===== config.mk =====
export PLATFORM = sky130hd
export DESIGN_NAME = keypad_scanner
export DESIGN_NICKNAME = d
export VERILOG_FILES = /design/src/rtl/keypad_scanner.sv
export SDC_FILE = /design/constraint.sdc
export NUM_CORES = 1
export LEC_CHECK = 0
export CORE_MARGIN = 5
export CORE_UTILIZATION = 51
export CTS_CLUSTER_DIAMETER = 60
export CTS_CLUSTER_SIZE = 24
export DETAILED_ROUTE_END_ITERATION = 6
export GPL_TIMING_DRIVEN = 1
export HOLD_SLACK_MARGIN = 0.15
export PLACE_DENSITY = 0.81
export SLEW_MARGIN = 20
export SYNTH_ARGS = -nofsm -noshare
export SYNTH_HDL_FRONTEND = slang
export SYNTH_SLANG_ARGS = --single-unit

===== constraint.sdc =====
create_clock -name clk -period 1.95 [get_ports clk]
set_input_delay 0.4875 -clock clk [delete_from_list [all_inputs] [get_ports clk]]
set_output_delay 0.4875 -clock clk [all_outputs]
set_load 0.01 [all_outputs]

===== src/rtl/keypad_scanner.sv =====
// 4x4 membrane keypad scanner: walks one low column at a time, debounces the
// first row seen low and reports a single key code per press.
module keypad_scanner #(
   parameter int SCAN_EXP       = 16,
   parameter int DEBOUNCE_TICKS = 4
) (
   input  logic       clk,
   input  logic       reset,
   input  logic [3:0] keypad_row,
   output logic [3:0] keypad_col,
   output logic [3:0] key_code,
   output logic       key_valid,
   output logic       key_held
);

   typedef enum logic [1:0] {
      SCAN     = 2'd0,
      DEBOUNCE = 2'd1,
      PRESSED  = 2'd2
   } state_t;

   localparam logic [3:0] DB_LIM = 4'(DEBOUNCE_TICKS);

   logic [3:0]          row_meta_r;
   logic [3:0]          row_sync_r;
   logic [SCAN_EXP-1:0] presc_r;
   logic                tick_s;
   logic                row_bit_s;

   state_t     state_r, state_nx_s;
   logic [1:0] col_idx_r, col_idx_nx_s;
   logic [1:0] row_idx_r, row_idx_nx_s;
   logic [3:0] cnt_r, cnt_nx_s;
   logic [3:0] key_code_r, key_code_nx_s;
   logic       key_valid_r, key_valid_nx_s;
   logic       key_held_r, key_held_nx_s;
   logic [3:0] keypad_col_r;

   // Lowest-numbered row that reads low wins when several are pressed.
   function automatic logic [1:0] lowest_low(input logic [3:0] rows);
      logic [1:0] idx;
      if (!rows[0])      idx = 2'd0;
      else if (!rows[1]) idx = 2'd1;
      else if (!rows[2]) idx = 2'd2;
      else               idx = 2'd3;
      return idx;
   endfunction

   assign tick_s    = &presc_r;
   assign row_bit_s = row_sync_r[row_idx_r];

   // Two-flop row synchroniser and free-running tick prescaler.
   always_ff @(posedge clk or negedge reset) begin
      if (!reset) begin
         row_meta_r <= 4'hF;
         row_sync_r <= 4'hF;
         presc_r    <= '0;
      end else begin
         row_meta_r <= keypad_row;
         row_sync_r <= row_meta_r;
         presc_r    <= presc_r + {{(SCAN_EXP-1){1'b0}}, 1'b1};
      end
   end

   // Scan / debounce / hold decisions, evaluated only on a tick.
   always_comb begin
      state_nx_s     = state_r;
      col_idx_nx_s   = col_idx_r;
      row_idx_nx_s   = row_idx_r;
      cnt_nx_s       = cnt_r;
      key_code_nx_s  = key_code_r;
      key_valid_nx_s = 1'b0;
      key_held_nx_s  = key_held_r;
      if (tick_s) begin
         case (state_r)
            SCAN: begin
               if (row_sync_r != 4'hF) begin
                  row_idx_nx_s = lowest_low(row_sync_r);
                  cnt_nx_s     = 4'd1;
                  state_nx_s   = DEBOUNCE;
               end else begin
                  col_idx_nx_s = col_idx_r + 2'd1;
               end
            end
            DEBOUNCE: begin
               if (!row_bit_s) begin
                  if (cnt_r + 4'd1 >= DB_LIM) begin
                     state_nx_s     = PRESSED;
                     key_code_nx_s  = {row_idx_r, col_idx_r};
                     key_valid_nx_s = 1'b1;
                     key_held_nx_s  = 1'b1;
                     cnt_nx_s       = 4'd0;
                  end else begin
                     cnt_nx_s = cnt_r + 4'd1;
                  end
               end else begin
                  state_nx_s   = SCAN;
                  col_idx_nx_s = col_idx_r + 2'd1;
                  cnt_nx_s     = 4'd0;
               end
            end
            PRESSED: begin
               // cnt_r now counts consecutive released ticks.
               if (row_bit_s) begin
                  if (cnt_r + 4'd1 >= DB_LIM) begin
                     state_nx_s    = SCAN;
                     key_held_nx_s = 1'b0;
                     col_idx_nx_s  = col_idx_r + 2'd1;
                     cnt_nx_s      = 4'd0;
                  end else begin
                     cnt_nx_s = cnt_r + 4'd1;
                  end
               end else begin
                  cnt_nx_s = 4'd0;
               end
            end
            default: begin
               state_nx_s    = SCAN;
               cnt_nx_s      = 4'd0;
               key_held_nx_s = 1'b0;
            end
         endcase
      end else begin
         state_nx_s = state_r;
      end
   end

   // State and registered outputs; column drive follows the next column index.
   always_ff @(posedge clk or negedge reset) begin
      if (!reset) begin
         state_r      <= SCAN;
         col_idx_r    <= 2'd0;
         row_idx_r    <= 2'd0;
         cnt_r        <= 4'd0;
         key_code_r   <= 4'd0;
         key_valid_r  <= 1'b0;
         key_held_r   <= 1'b0;
         keypad_col_r <= 4'b1110;
      end else begin
         state_r      <= state_nx_s;
         col_idx_r    <= col_idx_nx_s;
         row_idx_r    <= row_idx_nx_s;
         cnt_r        <= cnt_nx_s;
         key_code_r   <= key_code_nx_s;
         key_valid_r  <= key_valid_nx_s;
         key_held_r   <= key_held_nx_s;
         keypad_col_r <= ~(4'b0001 << col_idx_nx_s);
      end
   end

   assign keypad_col = keypad_col_r;
   assign key_code   = key_code_r;
   assign key_valid  = key_valid_r;
   assign key_held   = key_held_r;

endmodule


==> results of run 1 <==
## power breakdown
part | switching [mW] | internal [mW]
sequential | 0.00439 | 0.927
combinational | 0.0267 | 0.0192
clock | 0.294 | 0.256
total | 0.325 | 1.20
## kinds of logic after synthesis
logic type,count (synthesis)
compound gates,16
mux,10
xor+xnor,16
simple gates,59
buf+inv,7
flops,44
fa+ha+maj,2
## flip-flops by register name, indices dropped and copies added (netlist names)
name,cells
presc_r,16
cnt_r,4
key_code,4
keypad_col,4
row_meta_r,4
row_sync_r,4
col_idx_r,2
row_idx_r,2
state_r,2
key_held,1
key_valid,1
## final timing paths
path	startpoint	endpoint	slack [ps]
max	row_idx_r[0]	key_code[3]	-20
min	row_meta_r[3]	row_sync_r[3]	360
max reg2reg	row_idx_r[0]	key_code[3]	-20
min reg2reg	row_meta_r[3]	row_sync_r[3]	360
max in group asynchronous	reset	keypad_col[3]	670
min in group asynchronous	reset	presc_r[5]	680
## cell usage after synthesis, types with 2 or more instances
master	number
a21oi_1	4
and2_1	2
and3_1	3
dfrtp_1	33
dfstp_2	11
ha_1	2
inv_1	5
mux2_4	4
mux2i_1	5
nand2_1	14
nand3_1	8
nand4_1	3
nor2_1	9
nor2b_1	6
nor3_1	3
nor4_1	2
o21ai_0	5
xnor2_1	12
xor2_1	4
## per-layer routing
| metal | up-vias | track usage | part of all wire |
|---|---|---|---|
| li1 | 646 | - | - |
| met1 | 698 | 0.1904 | 0.41 |
| met2 | 29 | 0.2966 | 0.53 |
| met3 | 8 | 0.04688 | 0.037 |
| met4 | 0 | 0.04802 | 0.020 |
| met5 | - | 0 | 0 |
## final cells by class
class / instances / area, µm² / area share
well taps: 48 / 60.06 / 0.02413
flip-flops and latches: 44 / 1115 / 0.4480
clock inverters: 1 / 8.758 / 0.003519
inverters: 5 / 18.77 / 0.007541
repair buffers: 51 / 421.7 / 0.1694
multi-input cells: 103 / 788.3 / 0.3167
clock buffers: 7 / 76.32 / 0.03067
## metrics by stage
step	util	power, mW	instance area (µm²)	worst slack [ps]	hold slack, ps
after floorplan	-	0.9543	1889	-92.74	191.9
after global placement	0.6409	0.9896	2311	-31.03	346.0
after detailed placement	0.6409	0.9933	2311	-131.8	346.9
after CTS	0.6759	1.543	2437	-13.28	358.1
after global routing	0.6901	1.593	2489	-45.77	365.2
final	0.6901	1.527	2489	-17.38	358.7
## what timing repair did
action / in CTS / in global routing
setup buffers: 2 / 2
endpoints found under the setup margin: 8 / 13
hold buffers: 1 / 0
pin swaps: 1 / 1
hold endpoints to repair: 11 / 0
resized for setup: 6 / 8
==> impl_metrics.toml, run 1 <==
[outcome]
status = "complete, but fails checks"
violations = "setup timing"

[setup_path]
crit_path_max_fanout = 5
worstSetupPathType = "flop to flop"
cp.depth = 5
cp_top_family = "multiplexers"
cp.arrival_ps = 2150
cp_num_buf_inv = 0
cp-end-kind = "flop"
required_ps = 2140
worstPathCellList = "mux4_2, nor2b_4, nand2_2, or3_4, mux2_4"
slowest_delay_ps = 570
cp-start-kind = "flop"
r2r_cells = 5
slowest_stage = "mux4_2"

[sta]
worst_pin_slew_ps = 454.3
rsz0062_at_grt = "true"
max_slew_margin = 0.6971
finalSetupTns_ps = -63.91
report.final.setup_viol = 4
fin_crit_ps = 1967
slew_violations = 0
finalHoldViolCount = 0
fin_ws_ps = -17.38
fin_crit_sh = 1.009
clock.fmax_mhz = 508.3
fin_skew_ps = 3.430

[synthesis]
yosys.area_share.simple = 0.1754
syn_nets = 162
yosysWarnings = 0
synthDistinctLibCells = 38
synth_top_area_cell = "dfrtp_1"
synth_edf_count = 0
synthMuxAreaShare = 0.07043
syn_avg_cell_area_um2 = 12.23
postSynth.asyncResetShare = 1.000
synth_xor_xnor_area_share = 0.07442
ys_seq_area_frac = 0.5920
synth_top_area_frac = 0.4385
synth_compound_area_frac = 0.05581
ys_seq_elements = 44
synth_top_family_by_area = "simple AND/OR/NAND/NOR gates"
syn_inst = 154
synthFlopType = "dfrtp_1"
synthAdderAreaFrac = 0.01329
netlist_area_um2 = 1883
synth.area.top_cells = "dfrtp_1, dfstp_2, xnor2_1"

[flow_run]
maxCapViolations = 0

[floorplan]
rows = 22
dieArea_um2 = 5008
start_util = 0.5222
die_w_um = 70.77
top_level_ports = 16
die_h_um = 70.77
core_area_um2 = 3606

[placement]
gp_congestion = 0.8952
placed_cells = 246
dp_hpwl_um = 2861
io_buffers = 15

[power]
ir_drop_v = 0.0005568
p_leak_nw = 1.135
p_per_area_nw_per_um2 = 613.8

[clock_tree]
cts_tree = "done"
clockBufferDepth = 2
clkTransAtPathRegs_ps = 80
numCtsBuffers = 5
cts_root_buffer = "clkbuf_8"
insertion_delay_ps = 290
clock-sinks = 44
htree_levels = 2

[final_layout]
final_nets = 218
final_common_cell = "buf_4"
finalNonFillerCells = 259
drive_gt1_frac = 0.3412
mostFrequentLayoutCells = "buf_4, dfrtp_1, clkdlybuf4s50_1"
areaGrowthSynthToFinish_pct = 32.16
n_fill_cell = 253
antenna_cells = 0

[worst_hold_path]
hold_depth = 0
hold_path_class = "flop to flop"

[global_route]
grt.overflow.total = 0
grt_antenna_before_repair = 0
grt_pass1_vias = 1487
grt_pass1_wl_um = 6589
grt_usage = 0.1650
grt_max_degree = 22

[detailed_routing]
drc_errors = 0
dr.pass1.iters = 4
wl_per_cell_um = 15.27
vias_per_cell = 5.332
vias = 1381
ant_nets = 0
drt_iter0_drc = 93
wl_um = 3955
(Power assumes the default switching activity.)
==> run 2: changes to the inputs <==
Settings changed: CTS_CLUSTER_DIAMETER 60 to unset.
==> results of run 2 <==
Final layout, timing and power as in run 1 (identical DEF).
==> run 3: changes to the inputs <==
Settings changed: RECOVER_POWER set to 50.
==> run 3 against run 2 <==
The run still ends with setup timing left. Non-clock buffer count unchanged. First-iteration DRC count grew 11%. Routed wire length fell by 0.35%. Worst hold slack unchanged. Global-route usage unchanged. Count of clock-buffer cells in the layout is the same. Fmax about the same. Cell area down 0.35%. Combinational power shrank 4%. Sequential power about the same. Clock power is essentially flat. Cell count is the same. Largest power group unchanged.
==> impl_metrics.toml, run 3 (synthesized netlist as in run 1, its figures left out) <==
[sta]
finalHoldViolCount = 0
fin_crit_sh = 1.009
slew_violations = 0
fin_skew_ps = 3.532
worst_pin_slew_ps = 1093
fin_ws_ps = -17.42
clock.fmax_mhz = 508.3
report.final.setup_viol = 4
finalSetupTns_ps = -64.07
max_slew_margin = 0.2711
fin_crit_ps = 1967
rsz0062_at_grt = "true"

[detailed_routing]
dr_wl_met2_um = 2100
vias_per_cell = 5.344
wl_um = 3941
drc_errors = 0
dr.pass1.iters = 4
drt_iter0_drc = 103
met3_wirelength_um = 148
vias = 1384
wl_met1_um = 1611
ant_nets = 0
wl_per_cell_um = 15.22
top_layer_used = "met4"

[global_route]
grt.overflow.total = 0
grt_max_degree = 22
grt_pass1_vias = 1487
grt_antenna_before_repair = 0
grt_usage = 0.1650
grt_pass1_wl_um = 6589

[final_layout]
largest_reg_flops = 16
drive_gt1_frac = 0.3270
final_common_cell = "dfrtp_1"
final_nets = 218
mostFrequentLayoutCells = "dfrtp_1, buf_4, nand2_1"
antenna_cells = 0
n_fill_cell = 256
multi_input_area_um2 = 788.3
regMostFlops = "presc_r"
seqCellArea_um2 = 1115
areaGrowthSynthToFinish_pct = 31.69

[worst_hold_path]
hold_depth = 0
hold_path_class = "flop to flop"
holdCritStartpoint = "row_meta_r[3]"
min_to = "row_sync_r[3]"

[setup_path]
cp-startpoint = "row_idx_r[0]"
r2r_cells = 5
cp-start-kind = "flop"
reg2reg_from = "row_idx_r[0]"
crit_path_max_fanout = 5
reg2reg_setup_slack_ps = -20
cp-end-kind = "flop"
r2r_end = "key_code[3]"
cp.arrival_ps = 2150
worstSetupPathType = "flop to flop"
required_ps = 2140

[power]
seqPwrFrac = 0.611
p_per_area_nw_per_um2 = 615.1
pwr-share-clk = 0.360
p_int_mw = 1.200
p_comb_frac = 0.029
swShare = 0.2131
p_total_mw = 1.525
p_leak_nw = 1.127
ir_drop_v = 0.0005567
p_switching_uw = 325.1

[flow_run]
maxCapViolations = 0

[clock_tree]
insertion_delay_ps = 290
clock-sinks = 44
cts_root_buffer = "clkbuf_8"
clkTransAtPathRegs_ps = 80
clockBufferDepth = 2
cts_tree = "done"
htree_levels = 2
numCtsBuffers = 5

[outcome]
status = "complete, but fails checks"
violations = "setup timing"

[floorplan]
dieArea_um2 = 5008
die_h_um = 70.77
die_w_um = 70.77
start_util = 0.5222
core_area_um2 = 3606
top_level_ports = 16
rows = 22

[placement]
dp_hpwl_um = 2861
io_buffers = 15
gp_congestion = 0.8952
-- run 3: changes by cell type in the layout (fill, tap and decap cells not counted) --
cell and delta:
buf_2 -1, clkdlybuf4s50_1 -4, dlygate4sd3_1 +4, buf_4 -2
clkbuf_1 +3
-- run 3: final cells by class --
class | instances | area share
Sequential cell | 44 | 0.4495
Multi-Input combinational cell | 103 | 0.3179
Timing Repair Buffer | 51 | 0.1665
Clock buffer | 7 | 0.03078
Tap cell | 48 | 0.02422
Inverter | 5 | 0.007568
Clock inverter | 1 | 0.003532
-- run 3: critical path, cell delays in order, from the launching register on --
cell     delay (ps)
dfrtp_1         390
mux4_2          570
nor2b_4         150
nand2_2          60
or3_4           380
mux2_4          310
-- run 3: power by group through the flow --
stage          clock network (mW)  logic [mW]  registers, mW
5_1_grt                     0.608      0.0501          0.933
6_report                    0.550      0.0440          0.932
3_3_place_gp                    0      0.0421          0.947
3_5_place_dp                    0      0.0446          0.949
2_1_floorplan                   0     0.00647          0.948
4_1_cts                     0.564      0.0467          0.932
-- run 3: through the flow --
stage | hold slack (ps) | setup WS (ps) | area, µm² | utilization | cells
global placement | 346.0 | -31.03 | 2311 | 0.6409 | 246
global route | 365.2 | -45.77 | 2480 | 0.6877 | 259
finish | 358.7 | -17.42 | 2480 | 0.6877 | 259
floorplan | 191.9 | -92.74 | 1889 | - | 154
detailed placement | 346.9 | -131.8 | 2311 | 0.6409 | 246
CTS | 358.1 | -13.28 | 2437 | 0.6759 | 257
-- run 3: metal layers --
metal | vias up | global-route usage
li1 | 646 | -
met1 | 701 | 0.1904
met2 | 29 | 0.2966
met3 | 8 | 0.04688
met4 | 0 | 0.04802
met5 | - | 0
-- run 3: worst max-delay path by stage --
stage                        endpoint  slack, ps
after floorplan           key_code[0]        -90
after global placement    key_code[1]        -30
after detailed placement  key_code[3]       -130
after CTS                 key_code[3]        -10
after global routing      key_code[0]        -50
final                     key_code[3]        -20
-- run 3: what timing repair did --
action / 4_1_cts / 5_1_grt
hold buffers: 1 / 0
endpoints found under the hold margin: 11 / 0
setup endpoints to repair: 8 / 13
buffers inserted: 2 / 2
gates resized for setup: 6 / 8
pin swaps: 1 / 1
